$ cat config.mk
export PLATFORM = sky130hd
export DESIGN_NAME = param_sync_fifo
export DESIGN_NICKNAME = d
export VERILOG_FILES = /design/src/rtl/param_sync_fifo.sv
export SDC_FILE = /design/constraint.sdc
export NUM_CORES = 1
export LEC_CHECK = 0
export CAP_MARGIN = 30
export CORE_MARGIN = 4
export CORE_UTILIZATION = 53
export CTS_BUF_LIST = sky130_fd_sc_hd__clkbuf_16
export CTS_CLUSTER_DIAMETER = 120
export DETAILED_ROUTE_END_ITERATION = 6
export PLACE_DENSITY = 0.78
export RECOVER_POWER = 50
export SETUP_SLACK_MARGIN = 0.02
export SLEW_MARGIN = 20
export SYNTH_ARGS = -nofsm -noshare
export SYNTH_HDL_FRONTEND = slang
export SYNTH_SLANG_ARGS = --single-unit
export TNS_END_PERCENT = 30
$ cat constraint.sdc
create_clock -name clock -period 2.25 [get_ports clock]
set_clock_uncertainty 0.2 [all_clocks]
set_input_delay 0.225 -clock clock [delete_from_list [all_inputs] [get_ports clock]]
set_output_delay 0.225 -clock clock [all_outputs]
set_load 0.03 [all_outputs]
$ cat src/rtl/param_sync_fifo.sv
// Parametrised single-clock FIFO with occupancy count, almost-full/empty flags,
// synchronous flush and sticky overflow/underflow error flags.
module param_sync_fifo #(
  parameter int DATA_WIDTH = 8,
  parameter int ADDR_WIDTH = 2,
  parameter int AF_LEVEL   = 3,
  parameter int AE_LEVEL   = 1
) (
  input  logic                  clock,
  input  logic                  reset_n,
  input  logic                  flush,
  input  logic                  wr_en,
  input  logic [DATA_WIDTH-1:0] wr_data,
  input  logic                  rd_en,
  output logic [DATA_WIDTH-1:0] rd_data,
  output logic                  rd_valid,
  output logic                  full,
  output logic                  empty,
  output logic                  almost_full,
  output logic                  almost_empty,
  output logic [ADDR_WIDTH:0]   count,
  output logic                  overflow,
  output logic                  underflow
);

  localparam int                DEPTH    = 1 << ADDR_WIDTH;
  localparam logic [ADDR_WIDTH:0] DEPTH_C  = DEPTH[ADDR_WIDTH:0];
  localparam logic [ADDR_WIDTH:0] AF_C     = AF_LEVEL[ADDR_WIDTH:0];
  localparam logic [ADDR_WIDTH:0] AE_C     = AE_LEVEL[ADDR_WIDTH:0];
  localparam logic [ADDR_WIDTH:0] ZERO_C   = {(ADDR_WIDTH+1){1'b0}};
  localparam logic [ADDR_WIDTH:0] ONE_C    = {{ADDR_WIDTH{1'b0}}, 1'b1};
  localparam logic [DATA_WIDTH-1:0] DZERO_C = {DATA_WIDTH{1'b0}};

  logic [DATA_WIDTH-1:0] mem_q [DEPTH];

  logic [ADDR_WIDTH:0]   wptr_q, wptr_d;
  logic [ADDR_WIDTH:0]   rptr_q, rptr_d;
  logic [ADDR_WIDTH:0]   count_q, count_d;
  logic [DATA_WIDTH-1:0] rd_data_q, rd_data_d;
  logic                  rd_valid_q, rd_valid_d;
  logic                  overflow_q, overflow_d;
  logic                  underflow_q, underflow_d;

  logic full_s;
  logic empty_s;
  logic wr_acc_s;
  logic rd_acc_s;

  // Flags come only from the registered count, so a same-cycle pop never frees a slot
  assign full_s   = (count_q == DEPTH_C);
  assign empty_s  = (count_q == ZERO_C);
  assign wr_acc_s = wr_en & ~full_s & ~flush;
  assign rd_acc_s = rd_en & ~empty_s & ~flush;

  // Next-state for pointers, count, read port and sticky errors
  always_comb begin
    wptr_d      = wptr_q;
    rptr_d      = rptr_q;
    count_d     = count_q;
    rd_data_d   = rd_data_q;
    rd_valid_d  = 1'b0;
    overflow_d  = overflow_q;
    underflow_d = underflow_q;
    if (flush) begin
      wptr_d      = ZERO_C;
      rptr_d      = ZERO_C;
      count_d     = ZERO_C;
      overflow_d  = 1'b0;
      underflow_d = 1'b0;
    end else begin
      if (wr_acc_s) begin
        wptr_d = wptr_q + ONE_C;
      end else begin
        wptr_d = wptr_q;
      end
      if (rd_acc_s) begin
        rptr_d     = rptr_q + ONE_C;
        rd_data_d  = mem_q[rptr_q[ADDR_WIDTH-1:0]];
        rd_valid_d = 1'b1;
      end else begin
        rptr_d     = rptr_q;
        rd_valid_d = 1'b0;
      end
      case ({wr_acc_s, rd_acc_s})
        2'b10:   count_d = count_q + ONE_C;
        2'b01:   count_d = count_q - ONE_C;
        default: count_d = count_q;
      endcase
      if (wr_en && full_s) begin
        overflow_d = 1'b1;
      end else begin
        overflow_d = overflow_q;
      end
      if (rd_en && empty_s) begin
        underflow_d = 1'b1;
      end else begin
        underflow_d = underflow_q;
      end
    end
  end

  // Control and read-port state registers
  always_ff @(posedge clock or negedge reset_n) begin
    if (!reset_n) begin
      wptr_q      <= ZERO_C;
      rptr_q      <= ZERO_C;
      count_q     <= ZERO_C;
      rd_data_q   <= DZERO_C;
      rd_valid_q  <= 1'b0;
      overflow_q  <= 1'b0;
      underflow_q <= 1'b0;
    end else begin
      wptr_q      <= wptr_d;
      rptr_q      <= rptr_d;
      count_q     <= count_d;
      rd_data_q   <= rd_data_d;
      rd_valid_q  <= rd_valid_d;
      overflow_q  <= overflow_d;
      underflow_q <= underflow_d;
    end
  end

  // Storage array; contents are don't-care after reset so it carries no reset
  always_ff @(posedge clock) begin
    if (wr_acc_s) begin
      mem_q[wptr_q[ADDR_WIDTH-1:0]] <= wr_data;
    end
  end

  assign rd_data      = rd_data_q;
  assign rd_valid     = rd_valid_q;
  assign full         = full_s;
  assign empty        = empty_s;
  assign almost_full  = (count_q >= AF_C);
  assign almost_empty = (count_q <= AE_C);
  assign count        = count_q;
  assign overflow     = overflow_q;
  assign underflow    = underflow_q;

endmodule
# Yosys cells after proc, flatten, opt, wreduce, memory -nomap -nowiden

Memories as Yosys holds them, arrays and structs flattened. A register that Yosys moved wholly into a read port is not among the register bits.
Index checks and enable logic that the tools add are counted.

$add $sub $neg: 4
$lt $le $gt $ge: 2
Equality and inequality tests: 3
Muxes and demuxes: 14
Bitwise logic cells: 7
Reductions and logical operators: 10

Operators with widths:

| kind                                                                                 | count |
|---|---|
| 3-bit two-way mux                                                                    | 5 |
| 3-bit by 1-bit adder with 3-bit output (second input constant)                       | 3 |
| 1-bit two-way mux                                                                    | 8 |
| 2-bit nonzero test                                                                   | 4 |
| 3-bit one-hot mux with 2 select lines                                                | 1 |
| 1-bit AND                                                                            | 4 |
| 3-bit == test (second input constant)                                                | 1 |
| 3-bit by 2-bit greater-or-equal comparator with 1-bit output (second input constant) | 1 |
| 3-bit by 1-bit <= comparator with 1-bit output (second input constant)               | 1 |
| 3-bit logical NOT                                                                    | 1 |
| 1-bit inverter                                                                       | 3 |
| 3-bit nonzero test                                                                   | 1 |
| 3-bit by 1-bit subtractor with 3-bit output (second input constant)                  | 1 |
| 2-bit by 1-bit == test with 1-bit output (second input constant)                     | 1 |
| 2-bit == test (second input constant)                                                | 1 |
| 1-bit logical AND                                                                    | 2 |
| 2-bit AND reduction                                                                  | 1 |
| 1-bit logical NOT                                                                    | 1 |

Bits in registers: 12
Memory bits (writable): 32
Input port bits: 13
Word-level logic and storage cells: 47
Memories kept: 1

Memories:

| name  | words | bits a word | rd ports | clocked after Yosys merged registers in | wr ports | line | text |
|---|---|---|---|---|---|---|---|
| mem_q | 4     | 8           | 1        | 1                                       | 1        | 34   | `logic [DATA_WIDTH-1:0] mem_q [DEPTH];` |

# Longest topological paths before layout

Gate-level depths: netlist (run 1).

Depth in word-level cells: 7
Mapped depth: 8
Depth with buffers taken out: 7

# Worst setup path after synthesis (run 1)

OpenSTA, ideal clock, no wires.

Path kind: register to register
Start point: register count_q[1] (netlist: count[1])
End point: memory mem_q[1][0] (enable)
Arrival: 1.940 ns
Data required time: 1.718 ns
Setup slack: -0.221 ns
Stages on the path, launching flop included: 7
Path buffers: 0
Period minus slack after synthesis: 2.471 ns
Cell sequence: dfrtp_1 inv_1 ha_1 and2_1 nand2b_1 nor2_1 and2_1

Longest elaborated chain between the ends: 6

RTL lines:

| what                                    | line | text |
|---|---|---|
| start, declared                         | 38   | `logic [ADDR_WIDTH:0] count_q, count_d;` |
| start signal, assigned                  | 115  | `count_q <= count_d;` |
| 3-bit == test                           | 50   | `assign full_s = (count_q == DEPTH_C);` |
| net full                                | 17   | `output logic full,` |
| 1-bit inverter                          | 52   | `assign wr_acc_s = wr_en & ~full_s & ~flush;` |
| 1-bit AND (2 in a row)                  | 52   |  |
| 1-bit two-way mux                       | 125  | `if (wr_acc_s) begin` |
| 1-bit two-way mux (not written as such) | 126  | `mem_q[wptr_q[ADDR_WIDTH-1:0]] <= wr_data;` |
| end, declared                           | 34   |  |

The timed path passes the listed nets, and every way through them passes these cells.

# Worst setup path in the final report (run 1)

Start point: register count_q[0] (netlist: count[0])
End point: output port full

Longest elaborated chain between the ends: 1

RTL lines:

| what          | line |
|---|---|
| 3-bit == test | 50 |
| end, declared | 17 |

Every way passes these cells.

==> summary.md, run 1 <==
| Metric | Value |
|---|---|
| First-pass GRT wire length | between 5 and 6 mm |
| Peak supply drop | 0.000671 V |
| Gpl congestion | approximately 0.8 |
| Post-synthesis compound-gate area fraction | 0.0462 |
| Post-route ant nets | 0 |
| Top Usage Layer GRT | met2 |
| Largest net degree at the start of global routing | 18 |
| Post-synth ARST share | 0.360 |
| Syn Inst Count | between 100 and 150 |
| Met1 usage | 0.180 |
| DIE AREA | about 5200 um2 |
| Layout cells sized above 1 | 0.269 |
| Chip Height | just over 70 um |
| Max_cap viols | 0 |
| Ys flop type | edfxtp_1 |
| Inst Count DP | 209 |
| Startpoint Class | flop |
| TNS Setup | 0 ps |
| Worst hold path type | in -> async |
| Layout fillers | 267 |
| Fmax | around 460 MHz |
| Critical R2R Launch | count[0]$_DFFE_PN0P_ |
| Hold WS | roughly 120 ps |
| DRT iter0 DRCs | 62 |
| CP Max Fanout | 5 |
| Status | completed |
| Clock period minus final worst setup slack | between 2000 and 2500 ps |
| Slew Limit Fails | 0 |
| Residual DRC count | 0 |
| Yosys cell types | 29 |
| Syn_nets | 149 |
| Area of the multi-input gates | between 700 and 800 um2 |
| Core area | around 4000 um2 |
| Ports | 31 |
| CTS H-tree depth | 2 |
| WS Path Type | reg -> out |
| Netlist Area Pre-Place | about 2200 um2 |
| Total Wirelength | ~3.6 mm |
| Slew at the pin closest to its max-slew limit | 521 ps |
| Root buffer cell | clkbuf_16 |
| Worst Path Arrival | approximately 1700 ps |
| Clock Sinks | 50 |
| RSZ-0062 raised after global routing | no |
| Reg2reg setup slack | 130 ps |
| Area delta synth->final | 24.2% |
| PD cells | between 1000 and 1500 nW/um2 |
| #FFs+latches synth | 50 |
| Cell taking the most area after synthesis | edfxtp_1 |
| Leading cell type by number of instances after synthesis | edfxtp_1 |
| Number of placement rows | 23 |
| Vias | 1,192 |
| Area share of fa/ha/maj cells after synthesis | 0.0513 |
| Mean Syn Cell Area | roughly 17 um2 |
| # diodes | 0 |
| 1st-pass router iterations | 4 |
| Period utilisation layout | 0.960 |
| Post-Synth Simple-Gate Area | 0.0689 |
| Starting Density | 0.549 |
| Clock transition at path regs | roughly 60 ps |
| Slew HR | 0.653 |
| Leak | a little over 1 nW |
| Initial antenna violation count | 0 |
| Fin cells | roughly 220 |
| Commonest cells post-synth | 32 x edfxtp_1, 18 x dfrtp_1, 12 x nor2_1, 9 x ha_1 |
| Total GRT Usage | 0.152 |
| M3 GR Usage | 0.0512 |
| Clock Latency Late Sink | approximately 290 ps |
| Crit Reg-Reg Endpoint | mem_q[3][4]$_DFFE_PP_ |
| Post-synth EDFFs | 32 |
| CTS tree | built |
| CTS buffer count | 5 |
| Ranking of synthesized cells by area | edfxtp_1 44%, dfrtp_1 21%, mux4_2 8.2% |
| Die Width | between 70 and 80 um |
| Synth Area in XOR/XNOR | 0.0199 |
| Top cell type's share of synthesized area | 0.438 |
| Reg area | approximately 1400 um2 |
| GR Util met2 | 0.259 |
| Multiplexer area fraction after synthesis | 0.142 |
| Hold buffer count at CTS | 0 |
| Final Hold Fails | 0 |
| Synthesis warning total | 0 |
| Crit end category | output pin |
| Layout net count | around 190 |
| WL/cell | around 17 um |
| DPL Wire Length | between 2 and 3 mm |
| Gr ovfl total | 0 |
| Port buffer count | 30 |
| Worst R2R Path Depth | 6 |
| Final setup violation count | 0 |
| Vias in the first global route | 1,175 |
| Drt via density | ~5.5 |
| Final core occ | 0.682 |
| CP required | ~1800 ps |
| Seq/Total Area, Yosys | 0.643 |
| Bufs on Longest Clock Path | 2 |
| Largest family of logic cells by synthesized area | multiplexers |
==> power breakdown <==
| part | switching [mW] | internal [mW] | total [mW] | leakage (nW) |
|---|---|---|---|---|
| clock network | 0.320 | 0.418 | 0.738 | 0.0747 |
| registers | 0.0950 | 1.13 | 1.22 | 0.517 |
| logic | 0.693 | 0.604 | 1.30 | 0.441 |
==> placed cells by master, fill, tap and decap left out, drive strengths merged <==
cell type / count
mux4: 8
and2: 5
a2111oi: 1
nand2: 1
ha: 9
a21boi: 1
clkbuf: 6
mux2: 9
inv: 8
xor2: 2
a211oi: 1
nor3b: 1
o2bb2ai: 1
nor2: 13
o21ai: 1
nand3: 1
clkinv: 1
dfrtp: 18
a21oi: 5
buf: 5
clkdlybuf4s50: 13
nor4b: 1
dlygate4sd3: 13
a311o: 1
nand2b: 3
xnor2: 3
dlygate4sd2: 4
edfxtp: 32
==> routing by layer <==
layer | vias to the layer above | routed length (um)
li1 | 549 | -
met1 | 601 | 1440
met2 | 37 | 1930
met3 | 5 | 228
met4 | 0 | 37
met5 | - | 0
==> critical path, cell delays in order (launching register included) <==
cell	delay [ps]
dfrtp_2	440
inv_1	120
ha_1	280
and2_2	200
dlygate4sd2_1	400
==> flip-flops by register name (all words and copies together), names as in the netlist <==
signal and count:
count 3, mem_q 32, overflow 1, rd_data 8
rd_valid 1, rptr_q 2, underflow 1, wptr_q 2
==> what timing repair did <==
action                                  4_1_cts  5_1_grt
gates resized for setup                       4        5
pin swaps                                     0        0
buffers inserted                              0        0
endpoints found under the setup margin        4       32
endpoints found under the hold margin         0        0
==> worst max-delay path by stage <==
stage / startpoint / endpoint / slack [ps] / cells past startpoint
after floorplan: count[1]$_DFFE_PN0P_ / mem_q[0][0]$_DFFE_PP_ / 20 / 6
after global placement: count[0]$_DFFE_PN0P_ / mem_q[1][0]$_DFFE_PP_ / 130 / 6
after detailed placement: count[0]$_DFFE_PN0P_ / mem_q[1][0]$_DFFE_PP_ / 60 / 6
after CTS: count[0]$_DFFE_PN0P_ / mem_q[1][0]$_DFFE_PP_ / 30 / 6
after global routing: count[0]$_DFFE_PN0P_ / full / 30 / 4
final: count[0]$_DFFE_PN0P_ / full / 90 / 4
==> logic make-up (layout without fill, tap and decap cells) <==
group,count (synthesis),count (layout)
muxes,17,17
buffers and inverters,10,50
adders and majority gates,9,9
AOI/OAI and AO/OA,11,11
xor gates and xnor gates,5,5
DFF,50,50
and+or+nand+nor,25,25
==> metrics by stage <==
step           setup slack (ps)  instance area [um2]  power [mW]
2_1_floorplan              24.4                 2200        2.14
3_3_place_gp                130                 2590        2.57
3_5_place_dp               57.9                 2590        2.59
4_1_cts                    26.6                 2730        3.31
5_1_grt                    26.4                 2730        3.41
6_report                   90.0                 2730        3.26
==> layout make-up <==
type                    instances  share of cell area
inverters                       6             0.00918
clock buffers                   5              0.0459
multi-input cells              67               0.267
flip-flops and latches         50               0.519
repair buffers                 36               0.128
clock inverters                 3             0.00872
well taps                      50              0.0229
Power figures use the tool's default switching activity.
==> run 2, diff against run 1 <==
ABC_AREA = 1   (was not set)
CTS_CLUSTER_DIAMETER = 30   (was 120)
==> run 2 against run 1 <==
Against the previous run: fmax rose by 3.7%; register-to-register slack improved by 180 ps; setup slack improved by 77 ps; via count rose by 22%.
==> summary.md, run 2 <==
| Metric | Value |
|---|---|
| CTS buffer count | 5 |
| DIE AREA | slightly above 5000 um2 |
| 1st-pass router iterations | 4 |
| Clock Latency Late Sink | 290 ps |
| Max_cap viols | 0 |
| Most frequent cells in the layout | 47 x nand2_1, 32 x edfxtp_1, 21 x nor2_1, 21 x o21ai_0, 19 x inv_1 |
| CP required | about 1800 ps |
| Port buffer count | 30 |
| Total GRT Usage | 0.178 |
| Ports | 31 |
| Most common cell on crit path | inv_1 |
| Bufs on Longest Clock Path | 2 |
| Cell taking the most area after synthesis | edfxtp_1 |
| #FFs+latches synth | 50 |
| GR Util met2 | 0.273 |
| Period utilisation layout | 0.926 |
| Worst Path Arrival | between 1500 and 2000 ps |
| Residual DRC count | 0 |
| Slew Limit Fails | 0 |
| Hold WS | 283 ps |
| Vias | between 1,000 and 1,500 |
| Starting Density | 0.567 |
| Synth Area in XOR/XNOR | 0.00407 |
| Final setup violation count | 0 |
| Initial antenna violation count | 0 |
| Drt via density | between 5 and 6 |
| Post-synth EDFFs | 32 |
| # diodes | 0 |
| Fin cells | between 200 and 300 |
| Hold buffer count at CTS | 0 |
| RSZ-0062 raised after global routing | no |
| WS Path Type | reg -> out |
| Largest delay contributor family on the critical path | buffers and inverters |
| Inst Count DP | approximately 280 |
| Netlist Area Pre-Place | 2150 um2 |
| Crit end category | output pin |
| Most common cell after layout, fill and taps aside | nand2_1 |
| Mean Syn Cell Area | roughly 11 um2 |
| M3 GR Usage | 0.0603 |
| Post-synth ARST share | 0.360 |
| Clock transition at path regs | 70 ps |
| Post-synthesis compound-gate area fraction | 0.0890 |
| Post-Synth Simple-Gate Area | 0.150 |
| Clock period minus final worst setup slack | around 2100 ps |
| Core area | 3800 um2 |
| Clock Sinks | 50 |
| CTS H-tree depth | 2 |
| CP max stage cell | dfrtp_2 |
| Top cell type's share of synthesized area | 0.447 |
| Met1 usage | 0.241 |
| Post-route cell area | 2710 um2 |
| Gr ovfl total | 0 |
| Slew HR | 0.366 |
| Startpoint Class | flop |
| Cells along the critical path | inv_1 -> ha_1 -> nand2_1 -> inv_1 -> dlygate4sd2_1 |
| Top Usage Layer GRT | met2 |
| Seq/Total Area, Yosys | 0.656 |
| Largest net degree at the start of global routing | 19 |
| Area delta synth->final | 26.1% |
| DRT iter0 DRCs | 57 |
| Fmax | about 480 MHz |
| Largest family of logic cells by synthesized area | simple AND/OR/NAND/NOR gates |
| PD cells | between 1000 and 1500 nW/um2 |
| Gpl congestion | around 0.82 |
| Final Hold Fails | 0 |
| Die Width | 71.7 um |
| Ranking of synthesized cells by area | edfxtp_1 45%, dfrtp_1 21%, nand2_1 8.2% |
| Slew at the pin closest to its max-slew limit | between 900 and 1000 ps |
| Placed Area | about 2500 um2 |
| CP bufs+invs | 3 |
| WL/cell | about 14 um |
| CTS tree | built |
| Syn_nets | about 220 |
| First-pass GRT wire length | approximately 6.7 mm |
| DPL Wire Length | 3.08 mm |
| Delay of the slowest critical-path stage | ~430 ps |
| Ys flop type | edfxtp_1 |
| Multiplexer area fraction after synthesis | 0 |
| Yosys cell types | 21 |
| Root buffer cell | clkbuf_16 |
| Vias in the first global route | approximately 1,400 |
| Synthesis warning total | 0 |
| Syn Inst Count | just under 200 |
| Status | completed |
| Commonest cells post-synth | 47 x nand2_1, 32 x edfxtp_1, 25 x nor2_1, 21 x o21ai_0, 19 x inv_1 |
| Leading cell type by number of instances after synthesis | nand2_1 |
| Number of placement rows | 22 |
| Layout cells sized above 1 | 0.101 |
| Total Wirelength | about 4.1 mm |
| Post-CTS Setup Bufs | 0 |
| Worst hold path type | reg -> reg |
| Peak supply drop | 0.000835 V |
| Max FFs per register | 32 |
| Layout net count | 259 |
| Chip Height | 71.7 um |
| CP Max Fanout | 5 |
| Area share of fa/ha/maj cells after synthesis | 0.0523 |
| Leak | roughly 1.2 nW |
| Post-route ant nets | 0 |
-- run 2: cell count changes after synthesis, moves of 2 or more --
| cell | before | now |
|---|---|---|
| and2_1 | 5 | 0 |
| buf_2 | 0 | 3 |
| clkbuf_1 | 2 | 0 |
| inv_1 | 5 | 19 |
| mux2_4 | 8 | 0 |
| mux4_2 | 8 | 0 |
| nand2_1 | 0 | 47 |
| nand2b_1 | 2 | 0 |
| nor2_1 | 12 | 25 |
| o21ai_0 | 1 | 21 |
| o22ai_1 | 0 | 8 |
| xnor2_1 | 3 | 0 |
-- run 2: cells by family after synthesis --
| group | Yosys count |
|---|---|
| buffers and inverters | 25 |
| adders and majority gates | 9 |
| xor gates and xnor gates | 1 |
| and+or+nand+nor | 77 |
| DFF | 50 |
| AOI/OAI and AO/OA | 35 |
-- run 2: path summary, 6_finish.rpt --
kind,startpoint,to,slack [ps],cells past startpoint
max in group asynchronous,reset_n,count[0]$_DFFE_PN0P_,820,2
min,rd_data[5]$_DFFE_PN0P_,rd_data[5]$_DFFE_PN0P_,280,2
min in group asynchronous,reset_n,rd_data[4]$_DFFE_PN0P_,400,2
max,count[0]$_DFFE_PN0P_,full,170,5
max reg2reg,count[0]$_DFFE_PN0P_,mem_q[3][7]$_DFFE_PP_,310,8
min reg2reg,rd_data[5]$_DFFE_PN0P_,rd_data[5]$_DFFE_PN0P_,280,2
-- run 2: tightest hold or removal path: stages, from the launching register on --
cell     delay [ps]
dfrtp_1         340
nand2_1          60
nand2_1          60
-- run 2: power breakdown --
part	switching (mW)	internal, mW	total (mW)
Sequential	0.107	1.13	1.24
Clock	0.321	0.530	0.850
Combinational	0.796	0.460	1.26
-- run 2: area by class of cell --
class                   count  area (um2)
flip-flops and latches     50        1410
clock buffers               5         125
repair buffers             37         344
fillers                   280        1080
clock inverters             3        47.5
well taps                  48        60.1
inverters                  21        78.8
multi-input cells         122         646
-- run 2: through the flow --
step / total power [mW] / TNS [ps] / utilization / setup slack, ps
detailed placement: 2.55 / 0 / 0.671 / 189
CTS: 3.39 / 0 / 0.716 / 32.6
floorplan: 2.08 / -1590 / - / -49.8
finish: 3.34 / 0 / 0.714 / 167
global route: 3.55 / 0 / 0.714 / 57.7
global placement: 2.53 / 0 / 0.671 / 229
-- run 2: layer usage --
metal,wire length [um],share of wire,up-vias
met3,244,0.059,6
met4,55,0.013,0
met1,1870,0.45,675
li1,-,-,738
met2,1970,0.48,41
met5,0,0,-
-- run 2: what timing repair did --
item | 4_1_cts | 5_1_grt
endpoints found under the hold margin | 0 | 0
pin swaps | 0 | 0
endpoints found under the setup margin | 3 | 1
gates resized for setup | 3 | 1
==> variant, RTL diff (settings of run 1) <==
Put one more register stage on the output `underflow`. The value now appears one clock later. The other outputs are not delayed to match.
--- a/src/rtl/param_sync_fifo.sv
+++ b/src/rtl/param_sync_fifo.sv
@@ -137,3 +137,5 @@
   assign overflow     = overflow_q;
-  assign underflow    = underflow_q;
+  always_ff @(posedge clock) begin
+    underflow <= underflow_q;
+  end
 
Check against the original RTL: not equivalent (Yosys sat finds a counterexample within 4 cycles, from zero or initial values and one cycle with reset_n low).
==> variant against run 1 <==
Synthesized area increased by 0.91%; hold slack improved by 0.023 ns; critical path depth increased by 2; cell count increased by 0.46%; design area increased by 2.2%; worst setup slack improved by 0.027 ns; power increased by 5.0%; sequential share of layout area decreased by 0.38 points; sequential cell count increased by 1; routed wire length increased by 6.4%; critical endpoint is now mem_q[3][4]; count of clock-buffer cells in the layout increased by 2.
==> variant: results (changes against run 1) <==
| Group | Result | Reported | vs run 1 |
| --- | --- | --- | --- |
| yosys | Synth unique cells | 30 | +3.4% |
| global routing | Global routing met3 resource utilization | 5.23% | +0.11 points |
| placed design | Routability-driven placement congestion ratio | 0.760 | -3.0% |
| global routing | Global routing usage on met2 | 28.4% | +2.5 points |
| placed design | Inst Count DP | 210 | +0.48% |
| critical path | Number of cells on the worst reg-to-reg path | 6 | unchanged |
| global routing | First-pass GRT wire length | 6440 um | +12% |
| pwr | Maximum ir drop on the vdd rail | 0.891 mV | +33% |
| yosys | Area contributors post-synth | sky130_fd_sc_hd__edfxtp_1 43%, sky130_fd_sc_hd__dfrtp_1 20%, sky130_fd_sc_hd__mux4_2 8.1% |  |
| critical path | Worst-path fanout max | 8 | +3 |
| cells and area | Fraction of layout instances using a drive strength above 1 | 27.4% | +0.43 points |
| critical path | Arrival time of the worst setup path | 1.91 ns | +0.17 ns |
| run status | Outcome | complete, no violations |  |
| global routing | Maximum number of pins on one net before global-route repair | 17 | -1 |
| yosys | Net count after synthesis | 150 | +0.67% |
| critical path | Worst stage delay on the critical path | 0.40 ns | -0.04 ns |
| cells and area | Finished Layout Cells | 218 | +0.46% |
| route | Post-Route M1 WL | 1540 um | +6.7% |
| timing | Worst Hold Slack | 0.147 ns | +0.0229 ns |
| route | DRC violation total after the first TritonRoute iteration | 43 | -31% |
| yosys | Async set-or-reset flop fraction in the synthesized netlist | 35.3% | -0.71 points |
| placed design | Placed standard-cell area | 2610 sq um | +0.77% |
| pwr | Leakage | 1.05 nW | +1.6% |
| route | Met2 layer wire length in the routed design | 2080 um | +7.9% |
| critical path | Launching point of the worst reg2reg path | count[0] |  |
| placed design | Worst setup slack after placement | 0.0661 ns | +0.00825 ns |
| yosys | Avg Inst Size Synth | 17.3 sq um | +0.12% |
| global routing | Global-route total usage across every layer | 16.9% | +1.8 points |
| global routing | Via count of the first global-routing pass | 1282 | +9.1% |
| timing | Slew headroom | 65.7% | +0.42 points |
| cts | Total CTS buffers | 5 | unchanged |
| route | Mean routed wirelength per cell | 17.7 um | +5.9% |
| route | Met3 Wirelength | 180 um | -21% |
| route | Vias per std cell | 5.36 | -2.5% |
| global routing | Met1 layer usage reported by global route | 20.2% | +2.2 points |
| route | Pre-Repair DR Iteration Count | 3 | -1 |
| placed design | Detailed placement HPWL | 2750 um | +6.3% |
| cells and area | Layout net count | 189 | +0.53% |
| yosys | Sequential element share of the synthesized area | 64.6% | +0.32 points |
-- variant: changes by cell type in the layout (fill, tap and decap cells not counted), sizes merged --
cell,change
inv,-2
dlygate4sd3,-4
dfxtp,+1
clkinvlp,+1
clkdlybuf4s50,+4
clkinv,-1
clkbuf,+2
-- variant: layout make-up --
type,count,area [sq um]
clock inverters,1,7.51
multi-input cells,67,732
flip-flops and latches,51,1430
inverters,6,25.0
repair buffers,36,349
fillers,266,1240
clock buffers,7,175
well taps,50,62.6
-- variant: power by group --
| part | internal [mW] | switching (mW) | total, mW |
|---|---|---|---|
| Clock | 0.547 | 0.314 | 0.861 |
| Sequential | 1.15 | 0.101 | 1.25 |
| Combinational | 0.613 | 0.696 | 1.31 |
-- variant: worst max-delay path, delay by kind of cell (launching register included) --
| family | cells | cell delay, ns |
|---|---|---|
| flops | 1 | 0.40 |
| simple gates | 4 | 0.86 |
| buf+inv | 1 | 0.09 |
| fa+ha+maj | 1 | 0.26 |
-- variant: kinds of logic after synthesis --
kind of cell / synth area share, %
AO/OA/AOI/OAI: 4.57
XOR/XNOR: 1.98
adder cells (fa/ha/maj): 5.08
buffers and inverters: 2.88
flip-flops: 64.6
multiplexers: 14.1
AND/OR/NAND/NOR: 6.83
-- variant: timing repair --
item | 4_1_cts | 5_1_grt
pin swaps | 0 | 0
resized for setup | 4 | 3
endpoints found under the setup margin | 4 | 32
-- variant: how the worst max path moves through the flow --
stage              from     endpoint  slack [ns]  depth (start not counted)
2_1_floorplan  count[1]  mem_q[0][0]        0.02                          6
6_report       count[0]  mem_q[3][4]        0.12                          6
3_5_place_dp   count[0]  mem_q[3][3]        0.07                          6
4_1_cts        count[0]  mem_q[2][6]        0.05                          6
5_1_grt        count[0]  mem_q[0][3]       0.002                          6
3_3_place_gp   count[0]  mem_q[0][3]        0.14                          6
